<file path="src/rtl/counter_ift_param.sv">
// Up/down counter with load, wrap/saturate mode and registered terminal count,
// carrying information-flow taint shadow state for every output register.
module counter_ift_param #(
   parameter int unsigned WIDTH    = 4,
   parameter int unsigned TAINT_W  = 32,
   parameter bit          SATURATE = 1'b0
) (
   input  logic               clk,
   input  logic [TAINT_W-1:0] clk_t,
   input  logic               rst,
   input  logic [TAINT_W-1:0] rst_t,
   input  logic               en,
   input  logic [TAINT_W-1:0] en_t,
   input  logic               up,
   input  logic [TAINT_W-1:0] up_t,
   input  logic               load,
   input  logic [TAINT_W-1:0] load_t,
   input  logic [WIDTH-1:0]   load_val,
   input  logic [TAINT_W-1:0] load_val_t,
   output logic [WIDTH-1:0]   count,
   output logic [TAINT_W-1:0] count_t,
   output logic               tc,
   output logic [TAINT_W-1:0] tc_t
);

   localparam logic [WIDTH-1:0] Max = {WIDTH{1'b1}};

   logic [WIDTH-1:0]   count_q, count_d;
   logic               tc_q, tc_d;
   // Taint registers start clean; value registers stay undefined until reset.
   logic [TAINT_W-1:0] count_t_q = '0;
   logic [TAINT_W-1:0] tc_t_q    = '0;
   logic [TAINT_W-1:0] count_t_d, tc_t_d;

   logic [TAINT_W-1:0] dec_t;
   logic [TAINT_W-1:0] step_t;
   logic               boundary;

   // Clock taint is part of the uniform port list only.
   logic unused_clk_t;
   assign unused_clk_t = ^clk_t;

   assign dec_t    = rst_t | load_t | en_t;
   assign step_t   = count_t_q | dec_t | up_t;
   assign boundary = up ? (count_q == Max) : (count_q == '0);

   always_comb begin
      count_d   = count_q;
      count_t_d = count_t_q | dec_t;
      tc_d      = 1'b0;
      tc_t_d    = dec_t;
      if (load) begin
         count_d   = load_val;
         count_t_d = load_val_t | dec_t;
      end else if (en) begin
         if (!(SATURATE && boundary)) begin
            count_d = up ? count_q + WIDTH'(1) : count_q - WIDTH'(1);
         end
         count_t_d = step_t;
         tc_d      = boundary;
         tc_t_d    = step_t;
      end
   end

   always_ff @(posedge clk) begin
      if (rst) begin
         count_q   <= '0;
         count_t_q <= rst_t;
         tc_q      <= 1'b0;
         tc_t_q    <= rst_t;
      end else begin
         count_q   <= count_d;
         count_t_q <= count_t_d;
         tc_q      <= tc_d;
         tc_t_q    <= tc_t_d;
      end
   end

   assign count   = count_q;
   assign count_t = count_t_q;
   assign tc      = tc_q;
   assign tc_t    = tc_t_q;

endmodule
</file>
<file path="config.mk">
export PLATFORM = sky130hd
export DESIGN_NAME = counter_ift_param
export DESIGN_NICKNAME = d
export VERILOG_FILES = /design/src/rtl/counter_ift_param.sv
export SDC_FILE = /design/constraint.sdc
export NUM_CORES = 1
export LEC_CHECK = 0
export BUFFER_PORTS_ARGS = -buffer_cell sky130_fd_sc_hd__buf_2
export CORE_AREA = 2 2 105 107
export CTS_CLUSTER_DIAMETER = 100
export DETAILED_ROUTE_END_ITERATION = 10
export DIE_AREA = 0 0 107 109
export GPL_ROUTABILITY_DRIVEN = 0
export GPL_TIMING_DRIVEN = 0
export PLACE_DENSITY = 0.72
export SLEW_MARGIN = 30
export SYNTH_ARGS = -nofsm -noshare
export SYNTH_HDL_FRONTEND = slang
export SYNTH_SLANG_ARGS = --single-unit
</file>
<file path="constraint.sdc">
create_clock -name clk -period 1.6 [get_ports clk]
set_input_delay 0.24 -clock clk [delete_from_list [all_inputs] [get_ports clk]]
set_output_delay 0.24 -clock clk [all_outputs]
set_load 0.1 [all_outputs]
</file>
==> reports/metrics.yaml <==
hold_violations: 0
clk_path_buf_depth: 2
crit_path_top_delay_cell: "buf_2"
rsz0062_at_grt: "false"
wirelength_um: 12100
synth_area_per_cell_um2: 8.36
relSlewSlack_pct: 60.7
grt_pass1_vias: 3917
arrival_ns: 1.21
use_met3_pct: 6.16
dr_total_vias: 4024
cts_resized: 0
maxSlewViolCount: 0
met2_usage_pct: 36.9
nNetsFinal: 863
finalClockSkew_ns: 0.00770
critPathBufInv: 1
drive_gt1_share_pct: 41.0
die_h_um: 109
p_leak_uw: 0.00230
area_growth_pct: 44.8
fin_crit_sh_pct: 90.5
power_uw: 4910
whs_ns: 0.118
crit_fanout: 6
grt_max_degree: 12
die_area_um2: 11700
crit_path_cell_trace: "buf_2"
pin_count: 270
initial_core_util_pct: 32.5
dp_hpwl_um: 9490
finalNonFillerCells: 805
crit_family: "buffers and inverters"
wire_per_inst_um: 15.1
place_ws_ns: 0.0664
yosys_warnings: 0
worst_slack_ns: 0.152
fin_crit_ns: 1.45
crit_type: "flop to output pin"
ys_ff_latch: 69
maxCapViolations: 0
start_kind: "flop"
max_stage_delay_ns: 0.46
fill_cells: 1057
end_kind: "output pin"
fp.coreArea_um2: 10600
die_w_um: 107
ctsHoldBuffers: 0
worst_pin_slew_ns: 0.589
setup_viol: 0
cts.sink_count: 69
drtIter0Drc: 223
hp-class: "input pin to flop"
grt.met1_usage_pct: 21.3
first_pass_iters: 4
synth_area_um2: 3440
final_antenna_net_count: 0
htree_levels: 3
track_usage_pct: 20.1
synthCells: 412
drcViolationCount: 0
fmax_ghz: 0.690
ir_drop_uv: 490
synth.distinct_cells: 29
antenna_found_initial: 0
synth_fp_nets: 616
insertion_delay_ns: 0.34
io_buffers: 236
via_per_inst: 5.00
grt_pass1_wl_um: 18200
clk_pin_slew_ns: 0.08
required_ns: 1.36
placed_cells: 788
busiest_layer: "met2"
status: "complete, no violations"
grt.overflow.total: 0
fin_util_pct: 47.0
numCtsBuffers: 9
num_rows: 38
clockRootBuffer: "clkbuf_8"
synth_seq_area_share_pct: 40.1
postCtsSetupRepairBufs: 0
p_per_area_nw_per_um2: 985
cts_tree: "done"
final timing paths:
path,start,end,slack (ns),depth (start not counted)
worst max-delay path,count[0]$_SDFFE_PP0P_,count[0],0.15,1
worst min-delay path,rst_t[7],tc_t[7]$_DFF_P_,0.12,2
worst max register to register,count[0]$_SDFFE_PP0P_,count[2]$_SDFFE_PP0P_,0.20,4
worst min register to register,count_t[12]$_DFF_P_,tc_t[12]$_DFF_P_,0.62,3
cell type report:
cell class	count	area [um2]	share of cell area, %
Multi-Input combinational cell	318	1910	38.2
Sequential cell	69	1390	27.8
Buffer	23	148	2.96
Tap cell	140	175	3.51
Clock buffer	12	155	3.11
Timing Repair Buffer	236	1180	23.7
Clock inverter	4	22.5	0.452
Antenna cell	1	2.50	0.0502
Inverter	2	7.51	0.151
kinds of logic (layout without fill, tap and decap cells):
family	Yosys count	in the layout	synth area share, %
flops	69	69	40.1
xor+xnor	3	3	0.763
fa+ha+maj	3	3	1.31
simple gates	142	142	19.6
other cells	0	1	0
mux	2	2	0.618
compound gates	168	168	33.1
buf+inv	25	277	4.51
per-stage QoR:
| step | TNS, ns | instance area, um2 |
|---|---|---|
| 3_5_place_dp | 0 | 4810 |
| 6_report | 0 | 4990 |
| 2_1_floorplan | -0.0821 | 3450 |
| 5_1_grt | 0 | 4980 |
| 3_3_place_gp | 0 | 4810 |
| 4_1_cts | 0 | 4980 |
power by group:
group | switching, uW | internal [uW] | total (uW)
sequential | 68.7 | 1840 | 1910
clock | 673 | 641 | 1310
combinational | 1260 | 435 | 1690
cell usage in the layout, fill, tap and decap left out, types with 3 or more instances in the layout:
cell type	count
a211o_1	33
o21bai_1	32
buf_2	243
buf_6	6
o21a_1	32
a21oi_1	37
dfxtp_2	3
nor2_1	65
clkinv_2	3
nor2b_1	32
dfxtp_1	65
o21ai_0	32
clkbuf_8	11
clkbuf_1	9
nand2_1	6
nor3_1	33
state kept, by name (all words and copies together), names as in the netlist:
| name | flops |
|---|---|
| count | 4 |
| tc | 1 |
| tc_t | 32 |
| count_t | 32 |
cell usage after synthesis:
library cell | n | area (um2)
nand3_1 | 1 | 5.00
buf_2 | 7 | 35.0
o21a_1 | 32 | 240
nand2_1 | 6 | 22.5
fa_1 | 1 | 20.0
a2111oi_2 | 1 | 15.0
nor4_1 | 1 | 6.26
and4_1 | 1 | 8.76
clkbuf_1 | 8 | 30.0
or3b_1 | 1 | 8.76
xor2_1 | 1 | 8.76
xnor2_1 | 2 | 17.5
nand2b_1 | 1 | 6.26
buf_4 | 2 | 15.0
a311o_1 | 1 | 10.0
nor3b_1 | 1 | 7.51
buf_6 | 6 | 67.6
mux2_2 | 1 | 11.3
ha_1 | 2 | 25.0
mux2i_1 | 1 | 10.0
nor3_1 | 33 | 165
dfxtp_1 | 69 | 1380
o21bai_1 | 32 | 240
a21oi_1 | 37 | 185
inv_1 | 2 | 7.51
nor2_1 | 65 | 244
o21ai_0 | 32 | 160
nor2b_1 | 32 | 200
a211o_1 | 33 | 289
routing by layer:
layer,part of all wire (%),wire length [um],vias up
li1,-,-,1969
met4,1.4,170,0
met1,39,4710,1866
met3,8.2,992,15
met2,52,6240,174
met5,0,0,-
Note: power is estimated with default switching activity, not from simulation.
